## src/rtl/imem_pkg.sv

```systemverilog
// imem_pkg: shared states and sizing constants for the instruction-memory loader.
package imem_pkg;
  typedef enum logic [2:0] {IDLE, RECV, WRITE, DONE, CSUM} state_t;
  localparam int IMEM_BYTES = 32;
  localparam int INSTR_W = 32;
  localparam int LANE_W = 8;
  localparam int LANES = INSTR_W / LANE_W;
  localparam int LANE_IDX_W = $clog2(LANES);
endpackage

```

## src/rtl/imem_word_assembler.sv

```systemverilog
// imem_word_assembler: packs bytes little-endian into a 32-bit word, pulsing word_ready on the last lane.
module imem_word_assembler
  import imem_pkg::*;
(
  input  logic               clk,
  input  logic               reset,
  input  logic               clear,
  input  logic               load,
  input  logic [LANE_W-1:0]  data,
  output logic [INSTR_W-1:0] word,
  output logic               word_ready
);
  logic [LANE_IDX_W-1:0] byte_idx;
  assign word_ready = load && byte_idx == LANE_IDX_W'(LANES - 1);
  // byte_idx wraps to 0 on the last lane, so the next word starts cleanly
  always_ff @(posedge clk) begin
    if (reset) begin
      byte_idx <= '0;
      word <= '0;
    end else if (clear) begin
      byte_idx <= '0;
    end else if (load) begin
      word[{byte_idx, 3'b000} +: LANE_W] <= data;
      byte_idx <= byte_idx + 1'b1;
    end
  end
endmodule

```

## src/rtl/imem_loader.sv

```systemverilog
// imem_loader: loads a byte stream into instruction memory as 32-bit words and holds the core until done.
// Optional trailing XOR checksum byte when IMEM_LOADER_CHECKSUM_EN is defined.
module imem_loader
  import imem_pkg::*;
#(
  parameter int DEPTH_WORDS = 8,
  parameter int CNT_W = 4
) (
  input  logic             clk,
  input  logic             reset,
  input  logic             start,
  input  logic [CNT_W-1:0] num_words,
  input  logic             abort,
  input  logic             byte_valid,
  input  logic [7:0]       byte_data,
  output logic             byte_ready,
  output logic             wr_en,
  output logic [31:0]      wr_addr,
  output logic [31:0]      wr_data,
  output logic             busy,
  output logic             done,
  output logic             err,
  output logic             core_hold
);
`ifdef IMEM_LOADER_CHECKSUM_EN
  localparam state_t END_ST = CSUM;
  logic [7:0] csum;
`else
  localparam state_t END_ST = DONE;
`endif
  localparam logic [CNT_W-1:0] DEPTH = CNT_W'(DEPTH_WORDS);
  state_t state, state_n;
  logic [CNT_W-1:0] target, word_idx;
  logic [INSTR_W-1:0] word, last_data;
  logic [31:0] cur_addr, last_addr;
  logic take_start, aborting, xfer, load, word_ready, last_word;
  assign busy = state == RECV || state == WRITE;
  assign done = state == DONE;
  assign core_hold = reset || busy || !done;
  assign take_start = start && (state == IDLE || state == DONE);
  assign aborting = abort && busy;
  assign byte_ready = (state == RECV || state == CSUM) && !abort;
  assign xfer = byte_valid && byte_ready;
  assign load = xfer && state == RECV;
  assign last_word = word_idx + CNT_W'(1) == target;
  assign cur_addr = {{(30 - CNT_W){1'b0}}, word_idx, 2'b00};
  assign wr_en = state == WRITE && !abort;
  // Outputs hold the last written word between strobes
  assign wr_addr = wr_en ? cur_addr : last_addr;
  assign wr_data = wr_en ? word : last_data;
  imem_word_assembler u_asm (
    .clk        (clk),
    .reset      (reset),
    .clear      (take_start || aborting),
    .load       (load),
    .data       (byte_data),
    .word       (word),
    .word_ready (word_ready)
  );
  always_comb begin
    state_n = state;
    if (aborting) state_n = IDLE;
    else if (take_start) state_n = num_words == '0 ? END_ST : RECV;
    else if (state == RECV && word_ready) state_n = WRITE;
    else if (state == WRITE) state_n = last_word ? END_ST : RECV;
    else if (state == CSUM && xfer) state_n = DONE;
  end
  always_ff @(posedge clk) begin
    if (reset) state <= IDLE;
    else state <= state_n;
  end
  always_ff @(posedge clk) begin
    if (reset) begin
      target <= '0;
      word_idx <= '0;
      err <= 1'b0;
      last_addr <= '0;
      last_data <= '0;
    end else begin
      if (take_start) begin
        target <= num_words > DEPTH ? DEPTH : num_words;
        err <= num_words > DEPTH;
        word_idx <= '0;
      end
      if (aborting) err <= 1'b1;
      if (wr_en) begin
        last_addr <= cur_addr;
        last_data <= word;
        word_idx <= word_idx + 1'b1;
      end
`ifdef IMEM_LOADER_CHECKSUM_EN
      if (state == CSUM && xfer && byte_data != csum) err <= 1'b1;
`endif
    end
  end
`ifdef IMEM_LOADER_CHECKSUM_EN
  always_ff @(posedge clk) begin
    if (reset || take_start) csum <= '0;
    else if (load) csum <= csum ^ byte_data;
  end
`endif
endmodule

```

## config.mk

```make
export PLATFORM = sky130hd
export DESIGN_NAME = imem_loader
export DESIGN_NICKNAME = d
export VERILOG_FILES = /design/src/rtl/imem_pkg.sv /design/src/rtl/imem_word_assembler.sv /design/src/rtl/imem_loader.sv
export SDC_FILE = /design/constraint.sdc
export NUM_CORES = 1
export LEC_CHECK = 0
export CAP_MARGIN = 20
export CORE_UTILIZATION = 46
export DETAILED_ROUTE_END_ITERATION = 10
export PLACE_DENSITY = 0.81
export SETUP_SLACK_MARGIN = 0.2
export SYNTH_ARGS = -nofsm -noshare
export SYNTH_HDL_FRONTEND = slang
export SYNTH_HIERARCHICAL = 1
export SYNTH_SLANG_ARGS = --single-unit
```

## constraint.sdc

```tcl
create_clock -name clk -period 2.3 [get_ports clk]
set_clock_uncertainty 0.05 [all_clocks]
set_input_delay 0.46 -clock clk [delete_from_list [all_inputs] [get_ports clk]]
set_output_delay 0.46 -clock clk [all_outputs]
set_load 0.01 [all_outputs]
```

[After elaboration in Yosys (flattened, before gate mapping)]
Cells that the tools add are included.
Word-level totals
  output and inout port bits: 70
  logic and storage cells: 60
  bits in registers: 110
Operators by class
  order comparisons: 1
  muxes and demuxes: 14
  shift operators: 2
  bitwise logic cells: 1
  equal/unequal tests: 6
  add/sub/neg operators: 3
  reduce and logical (&&, ||, !) cells: 25
Operators with widths (count)
  32-bit two-way mux: 2
  32-bit bitwise mux: 1
  8-bit by 7-bit variable shift with 32-bit output (first input constant): 1
  8-bit by 7-bit indexed part select with 32-bit output: 1
  3-bit two-way mux: 4
  4-bit two-way mux: 3
  1-bit logical AND: 9
  5-bit negation with 7-bit output: 1
  3-bit by 2-bit equality test with 1-bit output (second input constant): 2
  1-bit logical OR: 6
  4-bit by 1-bit adder with 4-bit output (second input constant): 1
  4-bit equality test: 1
  4-bit > comparator (second input constant): 1
  4-bit zero test: 1
  2-bit two-way mux: 2
  2-bit nonzero test: 2
  4-bit nonzero test: 1
  2-bit OR reduction: 2
  3-bit by 1-bit equality test with 1-bit output (second input constant): 1
  3-bit equality test (second input constant): 1
  3-bit zero test: 1
  2-bit by 1-bit adder with 2-bit output (second input constant): 1
  2-bit equality test (second input constant): 1
  1-bit zero test: 2
  other kinds (3): 4

[Longest topological paths before layout]
  word-level depth: 9
  mapped depth: 10
  gate-level depth less buffers: 9

[Modules after synthesis]
The synthesis kept the hierarchy.
By module, submodules not included
  imem_loader: sequential area each 1501.4 sq um, cells each 362, area each 2927.8 sq um, instances 1
  imem_word_assembler: sequential area each 680.7 sq um, cells each 129, area each 1325.0 sq um, instances 1

[Worst setup path before layout]
OpenSTA, ideal clock, no wires.
  kind: register -> register
  from: register state[0]
  to: register u_asm.word[10]
  required time: 2189 ps
  clock period less this slack: 2328 ps
  path slack: -28 ps
  arrival: 2217 ps
  stages on the path, launching flop included: 8
  setup time: 61 ps
  cell sequence: dfxtp_1 inv_1 ha_1 clkbuf_1 o21ai_0 nor2b_2 a21oi_1 a22o_1
Between the ends
  word-level cells in the longest chain between the ends: 6
Ends and longest elaborated chain
  start: declaration: line imem_loader.sv:32  | state_t state, state_n;
  start signal: assignment: line imem_loader.sv:70  | else state <= state_n;
  3-bit by 1-bit equality test with 1-bit output, or another cell as far along: line imem_loader.sv:37, imem_loader.sv:42, imem_loader.sv:44
  1-bit logical OR, on equally long branches: line imem_loader.sv:42, imem_loader.sv:37, imem_loader.sv:40
  1-bit logical AND, on equally long branches: line imem_loader.sv:42, imem_loader.sv:40, imem_loader.sv:41
  1-bit logical AND / 1-bit logical OR (equally long branches): line imem_loader.sv:43, imem_loader.sv:54
  1-bit logical AND / 1-bit NOT (equally long branches)
  2-bit AND reduction (no source line) (*)
  end signal: indexed assignment: line imem_word_assembler.sv:23  | word[{byte_idx, 3'b000} +: LANE_W] <= data;
  end: declaration: line imem_word_assembler.sv:10  | output logic [INSTR_W-1:0] word,
Every way passes the cells marked *; elsewhere a longest branch is shown, timed or not.
A chain may end at the register's enable or synchronous reset.

==> summary.txt <==
Timing
  • Slew @ Worst Pin: 0.529 ns
  • RSZ-0062 raised after global routing: true
  • Max Clock Freq: 448 MHz
  • Rel. slew slack: 64.6%
  • Final hold viol count: 0
  • Setup ws final: 0.0689 ns
  • Fin crit share: 97.0%
  • Tmin final: 2.23 ns
  • Final Setup Violations: 0
  • Fin. max-slew vios: 0

Critical path
  • Worst R2R Setup Slack: 0.21 ns
  • Startpoint class of the critical path: flip-flop
  • Largest stage delay, worst path: 0.34 ns
  • Max FO, Critical Path: 6
  • WS Path Type: reg2out
  • CP Capture Type: output port
  • WP data required: 1.79 ns
  • Most frequent CP cell: buf_6
  • Cells along the critical path: inv_2, ha_4, nand2b_4, buf_6, buf_12, clkbuf_16, and2_4, buf_6
  • Critical path arrival: 1.72 ns
  • FF-to-FF End: u_asm/word[6]$_SDFFE_PP0P_
  • Critical path's slowest cell: dfxtp_2
  • Worst r2r path cells: 9
  • Worst reg2reg path startpoint: state[1]$_SDFFE_PP0P_

Yosys
  • Syn Std Cell Area: 4250 um^2
  • Post-synth cell types: 38
  • Mapped Cells: 491
  • Yosys Warn Count: 6
  • Async S/R FF share, synth: 0%
  • FF+latch count, synth: 109
  • Post-synthesis sequential area ratio: 51.3%
  • Synth area leader: dfxtp_1
  • Count leader, synth: nand2_1
  • Commonest cells in the synthesized netlist: 130 x nand2_1, 109 x dfxtp_1, 62 x a21oi_1, 30 x and2_1, 28 x and3_1
  • Ys flop type: dfxtp_1
  • Avg Cell Area, Syn: 8.66 um^2
  • Syn nets: 517
  • Top cells by area, synth: dfxtp_1 51%, nand2_1 11%, a21oi_1 7.3%
  • Synth top area share: 51.3%
  • Number of enable flip-flop cells after synthesis: 0

Power and ir drop
  • Clk pwr share: 25.9%
  • Combinational fraction of design power: 32.2%
  • Sw Pwr: 1.51 mW
  • PwrDens: 725 nW/um^2
  • Static leakage: 3.03 nW
  • Pint: 3.25 mW
  • Sw Ratio: 31.7%
  • Seq pwr share: 41.9%
  • Peak supply drop: 0.863 mV
  • Overall power: 4.75 mW

Clock tree
  • Worst skew pair latency: 0.38 ns
  • Root Driver: clkbuf_8
  • CTS tree: built
  • CTS Buffer Depth: 2
  • Sink Count: 109
  • CTS Buf Count: 9
  • H-tree levels: 3
  • Clk slew on worst S/H paths: 0.11 ns

Min path
  • Worst Hold Class: reg2reg
  • Hold path start: last_addr[2]$_SDFF_PP0_
  • Hold path depth: 2
  • Hold Path End: last_addr[2]$_SDFF_PP0_

Layout
  • Layout cells sized above 1: 41.3%
  • Final Core Density: 74.1%
  • Cell Count, Final, Fillers Out: 742
  • Area Overhead vs Synth: 54.2%
  • Antenna cells: 0
  • Final net count: 655

Outcome
  • Violated checks: design-rule violations
  • Outcome: finished, violations left

Place
  • Placed cell count: 691
  • Setup WS pre-CTS: -0.363 ns
  • Post-DP HPWL: 6850 um
  • Routability congestion estimate from global placement: 0.816
  • I/O Buffers: 86

Route
  • DRT antenna net count: 0
  • Iter 0 DRT Violations: 329
  • Drt pass-1 iters: 8
  • Met1 WL: 5250 um
  • Avg WL per Cell: 18.7 um
  • Routed WL: 13900 um
  • Met2 Wirelength: 7220 um
  • Vias/cell: 5.68
  • Vias post-DR: 4211
  • WL met3: 835 um
  • DR top layer: met4
  • Residual DRC count: 7

Floorplan
  • Row count: 34
  • I/O Pins: 87
  • Horiz. Die Dim: 98.2 um
  • Die Span Y: 98.2 um
  • Die area: 9630 um^2
  • Initial Util: 48.1%
  • Core area: 8850 um^2

Job
  • Number of max-cap violations: 0

Global routing
  • Largest net degree at the start of global routing: 68
  • Total gr overflow: 0
  • Vias in the first global route: 3920
  • Initial antenna violation count: 0
  • First-pass GRT wire length: 19200 um
  • GR Util All Layers: 25.3%
-- layer usage --
layer | vias up | global-route usage [%]
met5 | - | 0
met4 | 0 | 10.9
met3 | 53 | 3.58
met2 | 205 | 44.2
met1 | 2019 | 31.0
li1 | 1934 | -
-- power groups by stage --
stage          logic [mW]  registers (mW)  clock network (mW)
2_1_floorplan       0.522            2.02                   0
3_3_place_gp        0.893            2.02                   0
3_5_place_dp        0.920            2.02                   0
4_1_cts              1.29            1.99                1.22
5_1_grt              1.61            2.00                1.31
6_report             1.53            1.99                1.23
-- logic make-up after synthesis --
family / Yosys count / share of synthesized area [%]
flops: 109 / 51.3
compound gates: 89 / 12.7
simple gates: 240 / 28.1
fa+ha+maj: 9 / 2.65
buf+inv: 37 / 3.82
xor+xnor: 7 / 1.44
-- how the worst max path moves through the flow --
| stage | start | end | slack [ns] |
|---|---|---|---|
| 3_5_place_dp | abort | wr_addr[5] | -0.36 |
| 6_report | state[0]$_SDFFE_PP0P_ | wr_addr[26] | 0.07 |
| 4_1_cts | state[0]$_SDFFE_PP0P_ | wr_data[26] | 0.1 |
| 2_1_floorplan | state[0]$_SDFFE_PP0P_ | u_asm/word[10]$_SDFFE_PP0P_ | 0.31 |
| 3_3_place_gp | abort | wr_data[28] | -0.35 |
| 5_1_grt | state[0]$_SDFFE_PP0P_ | wr_addr[20] | 0.03 |
-- placed cells by master (no fill, tap or decap), types with 10 or more instances in the layout --
cell	instances
and2_4	28
nand3_1	22
nand2_1	71
a21oi_1	60
nand2_4	24
a22o_1	16
clkbuf_8	10
clkdlybuf4s50_1	15
buf_6	48
nand2_2	34
buf_2	20
dfxtp_1	106
buf_4	46
and3_1	28
-- per-stage QoR --
stage / TNS, ns / hold WS, ns / area, um^2
3_3_place_gp: -21.62 / 0.395 / 5430
5_1_grt: 0 / 0.431 / 6560
3_5_place_dp: -22.93 / 0.397 / 5430
2_1_floorplan: 0 / 0.382 / 4260
6_report: 0 / 0.415 / 6560
4_1_cts: 0 / 0.411 / 5940
-- flip-flops by register name, summed over array words and instances (netlist names) --
register	flops
last_addr	32
target	4
err	1
last_data	32
u_asm/byte_idx	2
state	2
word_idx	4
u_asm/word	32
-- critical path: cells and delay by family (launching register included) --
family,cells,cell delay [ns]
buf+inv,5,0.60
flops,1,0.34
simple gates,2,0.24
fa+ha+maj,1,0.15
-- area by class of cell --
| cell class | instances | area [um^2] |
|---|---|---|
| clock inverter | 6 | 68.8 |
| fill | 572 | 2290 |
| sequential | 109 | 2190 |
| multi-input combinational | 345 | 2300 |
| inverter | 8 | 32.5 |
| tap | 108 | 135 |
| clock buffer | 10 | 138 |
| timing repair buffer | 156 | 1700 |
-- what timing repair did --
action	in CTS	in global routing
gates resized for setup	295	154
hold buffers	0	0
cloned	8	5
setup endpoints to repair	84	93
setup buffers	14	8
pin swaps	16	52
(Power assumes the default switching activity.)
